===== config.mk =====
export PLATFORM = sky130hd
export DESIGN_NAME = twf_gen_stream
export DESIGN_NICKNAME = d
export VERILOG_FILES = /design/src/rtl/twf_pkg.sv /design/src/rtl/twf_qrom.sv /design/src/rtl/twf_gen_stream.sv
export SDC_FILE = /design/constraint.sdc
export NUM_CORES = 1
export LEC_CHECK = 0
export CAP_MARGIN = 15
export CORE_AREA = 2 2 87 89
export CTS_BUF_LIST = sky130_fd_sc_hd__clkbuf_8
export DETAILED_ROUTE_END_ITERATION = 16
export DIE_AREA = 0 0 89 91
export DONT_BUFFER_PORTS = 1
export PLACE_DENSITY = 0.71
export SLEW_MARGIN = 20
export SYNTH_ARGS = -nofsm -noshare
export SYNTH_HDL_FRONTEND = slang
export SYNTH_HIERARCHICAL = 1
export SYNTH_SLANG_ARGS = --single-unit

===== constraint.sdc =====
create_clock -name clk -period 9.19 [get_ports clk]
set_input_delay 1.838 -clock clk [delete_from_list [all_inputs] [get_ports clk]]
set_output_delay 1.838 -clock clk [all_outputs]
set_load 0.005 [all_outputs]

===== src/rtl/twf_pkg.sv =====
// Shared types and helpers for the streaming twiddle-factor generator.
package twf_pkg;

    localparam int TWF_BITS  = 9;
    localparam int FRAC_BITS = 7;
    localparam int ROM_BITS  = 8;

    typedef logic signed [TWF_BITS-1:0] twf_t;

    typedef enum logic [1:0] {
        Q0,
        Q1,
        Q2,
        Q3
    } quad_t;

    // Reverse the low nbits of grp; bits above nbits come back as zero.
    function automatic logic [7:0] bitrev(input logic [7:0] grp, input int nbits);
        logic [7:0] r;
        r = '0;
        for (int i = 0; i < 8; i++) begin
            if (i < nbits) r[i] = grp[nbits-1-i];
        end
        return r;
    endfunction

endpackage


===== src/rtl/twf_qrom.sv =====
// Quarter-wave cosine table C[k] = round(128*cos(2*pi*k/N)), k = 0..N/4, two read ports.
// Latency: combinational.
// Backpressure: none, pure lookup.
module twf_qrom
    import twf_pkg::*;
#(
    parameter int N_POINT = 64,
    parameter int AW      = 5
) (
    input  logic [AW-1:0]       addr_a,
    input  logic [AW-1:0]       addr_b,
    output logic [ROM_BITS-1:0] data_a,
    output logic [ROM_BITS-1:0] data_b
);

    generate
        if (N_POINT == 16) begin : g_n16
            localparam logic [7:0] C16 [0:4] = '{8'd128, 8'd118, 8'd91, 8'd49, 8'd0};
            assign data_a = C16[addr_a];
            assign data_b = C16[addr_b];
        end else if (N_POINT == 64) begin : g_n64
            localparam logic [7:0] C64 [0:16] = '{
                8'd128, 8'd127, 8'd126, 8'd122, 8'd118, 8'd113, 8'd106, 8'd99,
                8'd91,  8'd81,  8'd71,  8'd60,  8'd49,  8'd37,  8'd25,  8'd13,
                8'd0
            };
            assign data_a = C64[addr_a];
            assign data_b = C64[addr_b];
        end else begin : g_n256
            localparam logic [7:0] C256 [0:64] = '{
                8'd128, 8'd128, 8'd128, 8'd128, 8'd127, 8'd127, 8'd127, 8'd126,
                8'd126, 8'd125, 8'd124, 8'd123, 8'd122, 8'd122, 8'd121, 8'd119,
                8'd118, 8'd117, 8'd116, 8'd114, 8'd113, 8'd111, 8'd110, 8'd108,
                8'd106, 8'd105, 8'd103, 8'd101, 8'd99,  8'd97,  8'd95,  8'd93,
                8'd91,  8'd88,  8'd86,  8'd84,  8'd81,  8'd79,  8'd76,  8'd74,
                8'd71,  8'd68,  8'd66,  8'd63,  8'd60,  8'd58,  8'd55,  8'd52,
                8'd49,  8'd46,  8'd43,  8'd40,  8'd37,  8'd34,  8'd31,  8'd28,
                8'd25,  8'd22,  8'd19,  8'd16,  8'd13,  8'd9,   8'd6,   8'd3,
                8'd0
            };
            assign data_a = C256[addr_a];
            assign data_b = C256[addr_b];
        end
    endgenerate

endmodule


===== src/rtl/twf_gen_stream.sv =====
// Streams one frame of complex twiddles (signed 2.7) from a quarter-wave ROM with quadrant folding.
// Latency: first beat valid 3 clocks after the edge that samples start, then one beat per clock.
// Backpressure: out_ready low freezes counter, pipeline and outputs; no beat is lost or repeated.
module twf_gen_stream
    import twf_pkg::*;
#(
    parameter int INDEX_WIDTH = 512,
    parameter int GRP_BITS    = 3,
    parameter int POS_BITS    = 3,
    parameter int BIT_WIDTH   = 9,
    localparam int N_POINT    = 2 ** (GRP_BITS + POS_BITS),
    localparam int IDX_W      = $clog2(INDEX_WIDTH)
) (
    input  logic                 clk,
    input  logic                 rstn,
    input  logic                 start,
    input  logic                 inverse,
    input  logic                 out_ready,
    output logic                 out_valid,
    output logic [IDX_W-1:0]     out_index,
    output logic [BIT_WIDTH-1:0] twf_re,
    output logic [BIT_WIDTH-1:0] twf_im,
    output logic                 out_last,
    output logic                 busy
);

    localparam int LOG_N = GRP_BITS + POS_BITS;
    localparam int AW    = LOG_N - 1;
    localparam int QTR   = N_POINT / 4;
    localparam logic [IDX_W-1:0] LAST_IDX = IDX_W'(INDEX_WIDTH - 1);

    logic en;
    assign en = !out_valid || out_ready;

    // S0: frame counter
    logic [IDX_W-1:0] idx0;
    logic             v0;
    logic             inv_q;

    always_ff @(posedge clk or negedge rstn) begin
        if (!rstn) begin
            idx0  <= '0;
            v0    <= 1'b0;
            busy  <= 1'b0;
            inv_q <= 1'b0;
        end else if (start && !busy) begin
            idx0  <= '0;
            v0    <= 1'b1;
            busy  <= 1'b1;
            inv_q <= inverse;
        end else begin
            if (en && v0) begin
                if (idx0 == LAST_IDX) v0 <= 1'b0;
                else                  idx0 <= idx0 + IDX_W'(1);
            end
            if (out_valid && out_ready && out_last) busy <= 1'b0;
        end
    end

    // Exponent e = bitrev(grp) * pos, truncated to LOG_N bits (mod N_POINT).
    logic [GRP_BITS-1:0] grp;
    logic [GRP_BITS-1:0] grp_rev;
    logic [POS_BITS-1:0] pos;
    logic [LOG_N-1:0]    expo;
    logic [LOG_N-3:0]    rem;

    assign grp     = idx0[LOG_N-1:POS_BITS];
    assign pos     = idx0[POS_BITS-1:0];
    assign grp_rev = GRP_BITS'(bitrev(8'(grp), GRP_BITS));
    assign expo    = {{POS_BITS{1'b0}}, grp_rev} * {{GRP_BITS{1'b0}}, pos};
    assign rem     = expo[LOG_N-3:0];

    // S1: quadrant and ROM addresses for cos (r) and sin (N/4 - r)
    quad_t            quad1;
    logic [AW-1:0]    addr_c1;
    logic [AW-1:0]    addr_s1;
    logic [IDX_W-1:0] idx1;
    logic             last1;
    logic             v1;

    always_ff @(posedge clk or negedge rstn) begin
        if (!rstn) begin
            quad1   <= Q0;
            addr_c1 <= '0;
            addr_s1 <= '0;
            idx1    <= '0;
            last1   <= 1'b0;
            v1      <= 1'b0;
        end else if (en) begin
            quad1   <= quad_t'(expo[LOG_N-1:LOG_N-2]);
            addr_c1 <= {1'b0, rem};
            addr_s1 <= AW'(QTR) - {1'b0, rem};
            idx1    <= idx0;
            last1   <= v0 && (idx0 == LAST_IDX);
            v1      <= v0;
        end
    end

    logic [ROM_BITS-1:0] rom_c;
    logic [ROM_BITS-1:0] rom_s;

    twf_qrom #(
        .N_POINT (N_POINT),
        .AW      (AW)
    ) u_qrom (
        .addr_a (addr_c1),
        .addr_b (addr_s1),
        .data_a (rom_c),
        .data_b (rom_s)
    );

    // S2: quadrant fold and forward/inverse sign on the imaginary part
    logic [BIT_WIDTH-1:0] c_ext;
    logic [BIT_WIDTH-1:0] s_ext;
    logic [BIT_WIDTH-1:0] cos_v;
    logic [BIT_WIDTH-1:0] sin_v;
    logic [BIT_WIDTH-1:0] im_v;

    assign c_ext = BIT_WIDTH'(rom_c);
    assign s_ext = BIT_WIDTH'(rom_s);

    always_comb begin
        cos_v = c_ext;
        sin_v = s_ext;
        case (quad1)
            Q0: begin cos_v = c_ext;  sin_v = s_ext;  end
            Q1: begin cos_v = -s_ext; sin_v = c_ext;  end
            Q2: begin cos_v = -c_ext; sin_v = -s_ext; end
            default: begin cos_v = s_ext; sin_v = -c_ext; end
        endcase
        im_v = inv_q ? sin_v : -sin_v;
    end

    always_ff @(posedge clk or negedge rstn) begin
        if (!rstn) begin
            out_valid <= 1'b0;
            out_index <= '0;
            out_last  <= 1'b0;
            twf_re    <= '0;
            twf_im    <= '0;
        end else if (en) begin
            out_valid <= v1;
            out_index <= idx1;
            out_last  <= last1;
            twf_re    <= cos_v;
            twf_im    <= im_v;
        end
    end

endmodule

* Word level (Yosys, flattened, before mapping)
Memory sizes are Yosys's and may differ from the RTL's.
Cells that the tools add are included.
** Storage, ports and cells
- Memories kept :: 2
- Register bits after elaboration :: 63
- Bits in read-only memories :: 512
- Bits of input ports :: 5
- Output and inout bits :: 30
- Word-level logic and storage cells :: 60
** Memories
- (name not given) :: words 32, width 8, read ports 1, clocked after memory_dff 0, wr ports 0, RTL line twf_qrom.sv:27 : assign data_a = C64[addr_a];
- (name not given) :: words 32, width 8, read ports 1, clocked after memory_dff 0, wr ports 0, RTL line twf_qrom.sv:28 : assign data_b = C64[addr_b];
** Operators by class
- Equality and inequality tests :: 4
- Bitwise logic cells :: 2
- Muxes and demuxes :: 15
- Reduce and logical (&&, ||, !) cells :: 14
- Magnitude comparators :: 2
- Add/subtract/negate cells :: 5
- Multipliers :: 1
** Operators with widths (count)
- $pmux W9 S3 :: 2
- $mux W9 :: 4
- $mux W8 :: 4
- $neg A8 Y9 :: 2
- $ge A6 B6 Y1 const B :: 2
- $add A9 B1 Y9 const B :: 1
- $eq A9 B9 Y1 const B :: 1
- $neg A9 Y9 :: 1
- $mul A3 B3 Y6 :: 1
- $not A4 Y6 :: 1
- $not A5 Y6 :: 1
- $reduce_bool A2 Y1 :: 3
- $logic_and A1 B1 Y1 :: 5
- $mux W1 :: 5
- $sub A5 B4 Y5 const A :: 1
- $reduce_and A2 Y1 :: 2
- $eq A2 B1 Y1 const B :: 1
- $eq A2 B2 Y1 const B :: 1
- $logic_not A1 Y1 :: 2
- $logic_not A2 Y1 :: 1
- $ne A2 B2 Y1 const B :: 1
- $logic_or A1 B1 Y1 :: 1

* Longest topological paths before layout
- Word-level depth :: 8
- Gate-level depth with buffers :: 15
- Mapped depth without buffers :: 15

* Hierarchy
The synthesis kept the hierarchy.
** By module, submodules not included
- twf_gen_stream :: cells each 398, instances 1, seq. area each 1551.5 sq um, area an instance 3558.4 sq um
- twf_qrom :: cells each 80, instances 1, seq. area each 0.0 sq um, area an instance 629.4 sq um

* Least setup slack after synthesis
Ideal clock, no wire load.
- Kind :: reg-to-reg
- From :: reg addr_s1[0]
- To :: reg twf_im[7]
- Cell stages (with the launch flop) :: 15
- Period minus slack after synthesis :: 3464 ps
- Arrival :: 3386 ps
- Setup slack :: 5726 ps
- Buffers on the path :: 0
- Library setup time :: 77 ps
- Data required time :: 9113 ps
- Cells stage by stage :: dfrtp_1 inv_1 ha_1 nand2b_1 a21oi_1 a211oi_1 inv_1 ha_1 mux4_2 a211oi_1 o31ai_1 a211oi_1 a31oi_1 xor2_1 a21oi_1
** On the way
- Longest elaborated chain between the ends :: 8
** Ends and longest elaborated chain
- start: declaration :: RTL line twf_gen_stream.sv:76 : logic [AW-1:0] addr_s1;
- start signal: assignment :: RTL line twf_gen_stream.sv:92 : addr_s1 <= AW'(QTR) - {1'b0, rem};
- $not A5 Y6 (not written as such) * :: RTL line twf_qrom.sv:28
- $mem_v2 Z32 W8 *
- $mux W8 (not written as such) * (2 in series) :: RTL line twf_qrom.sv:28
- $neg A8 Y9 :: RTL line twf_gen_stream.sv:128 : Q2: begin cos_v = -c_ext; sin_v = -s_ext; end
- $pmux W9 S3 * :: RTL line twf_gen_stream.sv:125 : case (quad1)
- $neg A9 Y9 :: RTL line twf_gen_stream.sv:131 : im_v = inv_q ? sin_v : -sin_v;
- $mux W9 * :: RTL line twf_gen_stream.sv:131
- end signal: assignment :: RTL line twf_gen_stream.sv:146 : twf_im <= im_v;
- end: declaration :: RTL line twf_gen_stream.sv:22 : output logic [BIT_WIDTH-1:0] twf_im,
Every way passes the cells marked *; elsewhere a longest branch is shown, timed or not. The select of a mux whose other input is x is not followed.
A chain may end at the register's enable or synchronous reset.

* Worst setup path in the final report
Same ends and word-level chain as after synthesis.

==> results.toml <==
[worst_setup_path]
cp-start-kind = "register"
slowest_delay_ns = 0.67
worst_path_most_repeated_cell = "a211oi_1"
crit_path_end_kind = "register"
cp_data_arrival_time_ns = 4.21
crit_type = "register to register"
crit_slowest_cell = "dfrtp_1"
worstPathMaxFanout = 17
crit_chain = "inv_1, ha_1, nand2b_1, a21oi_1, a211oi_1, inv_1, ha_1, mux4_2, a211oi_1, o31ai_1, a211oi_1, a31oi_1, xor2_1, a21oi_1"
critical_path_buf_inv_count = 2
crit_family = "compound AO/OA/AOI/OAI gates"
cp_data_required_time_ns = 9.46

[route]
ant_nets = 0
drtIter0Drc = 217
dr.pass1.iters = 4
vias = 3225
drcViolationCount = 0
routed_wirelength_um = 8460
vias_per_cell = 5.70
avgRoutedWirePerCell_um = 15.0

[timing]
hold_viol = 0
slew_violations = 0
clock_skew_ns = 0.00871
worst_slew_pin_slew_ns = 0.869
setup_viol = 0
finalCritPeriodShare = 0.429
setup_slack_ns = 5.25
rsz0062_at_grt = "no"
fmax_mhz = 254
fin_crit_ns = 3.94
whs_ns = 0.465
slew_headroom = 0.412
tns_ns = 0

[cts]
cts.repair.resized = 0
clk_latency_ns = 0.34
cts_sinks = 62
cts_tree = "yes"
path_clk_slew_ns = 0.08
clockBufferDepth = 2
clockRootBuffer = "clkbuf_8"
numCtsBuffers = 9
hold_buffers = 0
post-cts-setup-buffers = 0
cts_htree_levels = 3

[placed_design]
port_buffers = 0
place_ws_ns = 5.26
gp_congestion = 0.886
dp_hpwl_um = 5970
placed_cell_area_um2 = 4200

[cells_and_area]
nets = 494
drive_above_1_share = 0.0964
layout_common_cells = "nand2_1, dfrtp_1, nor2_1, a21oi_1, o21ai_0"
layout_commonest_cell = "nand2_1"
area.growth.synth_to_final_pct = 5.14
antennaDiodeCount = 0
fill_cells = 660
final_area_um2 = 4400

[power_and_ir_drop]
ir_drop_v = 0.000124
p_total_uw = 1540
p_per_area_nw_per_um2 = 350
p_leak_uw = 0.00198

[global_routing]
grt-ovfl-total = 0
grt_first_pass_wirelength_um = 14600
grt_pass1_vias = 3103
track_usage = 0.229
antenna_found_initial = 0
grt_max_degree = 63

[floorplan]
fp.dieH_um = 91
dieArea_um2 = 8100
core-area_um2 = 7140
initial_core_util = 0.587
rows = 31
ioPinCount = 35
die_w_um = 89

[yosys]
synth_seq_cells = 62
synthCells = 478
synth_edf_count = 0
synth_nets = 510
synth_warnings = 6
synth-main-ff-cell = "dfrtp_1"
synth.avg_cell_area_um2 = 8.76
yosysSeqAreaShare = 0.370
synth_cell_type_count = 61
syn_area_um2 = 4190
async_flop_share = 1.00

[hold_path]
hp-class = "register to register"

[flow_run]
drv_cap = 0

[outcome]
status = "completed"
==> cell type report <==
type	instances	area, um^2	area share
flip-flops and latches	62	1550	0.352
well taps	99	124	0.0281
clock inverters	7	80.1	0.0182
multi-input cells	363	2410	0.548
repair buffers	4	30.0	0.00682
clock buffers	9	124	0.0281
inverters	22	82.6	0.0188
==> worst paths after layout <==
check	end	slack (ns)	from	cells after the start
max	twf_im[7]	5.25	addr_s1[0]	14
min reg2reg	out_valid	0.47	v1	1
max in group asynchronous	addr_s1[3]	7.86	rstn	0
min in group asynchronous	twf_re[5]	1.19	rstn	0
min	out_valid	0.47	v1	1
max reg2reg	twf_im[7]	5.25	addr_s1[0]	14
==> cells in the mapped netlist (all sizes together), types with 2 or more instances <==
master   n  area [um^2]
nand4    2         12.5
a221o    2         20.0
o41ai    2         32.5
clkbuf  16         60.1
nor2    30          113
a211o    2         18.8
mux2i    6         72.6
nor4b    2         17.5
nand2b   5         31.3
a21o     6         45.0
o211ai   3         22.5
and2     6         37.5
inv     22         82.6
nand2   99          372
o21ai   30          150
nor2b    6         52.6
o31ai    4         30.0
xnor2    8         70.1
ha      25          313
buf     15         90.1
nor3b    2         20.0
nor3    13         65.1
or4      2         22.5
fa       2         40.0
a31oi    6         37.5
mux2     2         22.5
a22o     2         17.5
a21oi   28          140
xor2    12          105
a211oi  10         85.1
dfrtp   62         1550
o21a     4         30.0
or3b     3         28.8
mux4     6          139
or3      7         48.8
nand3   14         70.1
==> flip-flops by register name, summed over array words and instances, names as in the netlist <==
signal     flops
idx0           9
idx1           9
out_index      9
twf_im         9
twf_re         9
addr_s1        5
addr_c1        3
quad1          2
busy           1
inv_q          1
last1          1
out_last       1
out_valid      1
v0             1
v1             1
==> layer usage <==
metal  GRT usage  wire (um)  up-vias
li1            -          -     1616
met1       0.303       3770     1535
met2       0.380       4290       57
met3      0.0427        262       17
met4      0.0697        143        0
met5           0          0        -
==> power by group <==
part | leakage, uW | switching [uW] | internal, uW
combinational | 0.00109 | 448 | 367
clock | 0.000102 | 121 | 129
sequential | 0.000794 | 113 | 360
==> metrics by stage <==
stage | util | std cells
2_1_floorplan | - | 478
5_1_grt | 0.617 | 566
6_report | 0.617 | 566
4_1_cts | 0.617 | 566
3_3_place_gp | 0.588 | 550
3_5_place_dp | 0.588 | 550
==> cells by family (layout without fill, tap and decap cells) <==
group                      Yosys count  count (layout)  share of synthesized area
AOI/OAI and AO/OA                  107             107                      0.174
xor gates and xnor gates            20              20                     0.0418
adders and majority gates           27              27                     0.0843
buffers and inverters               53              42                     0.0556
DFF                                 62              62                      0.370
muxes                               14              14                     0.0559
other                                1               1                   0.000895
and+or+nand+nor                    194             194                      0.218
(Power assumes the default switching activity.)
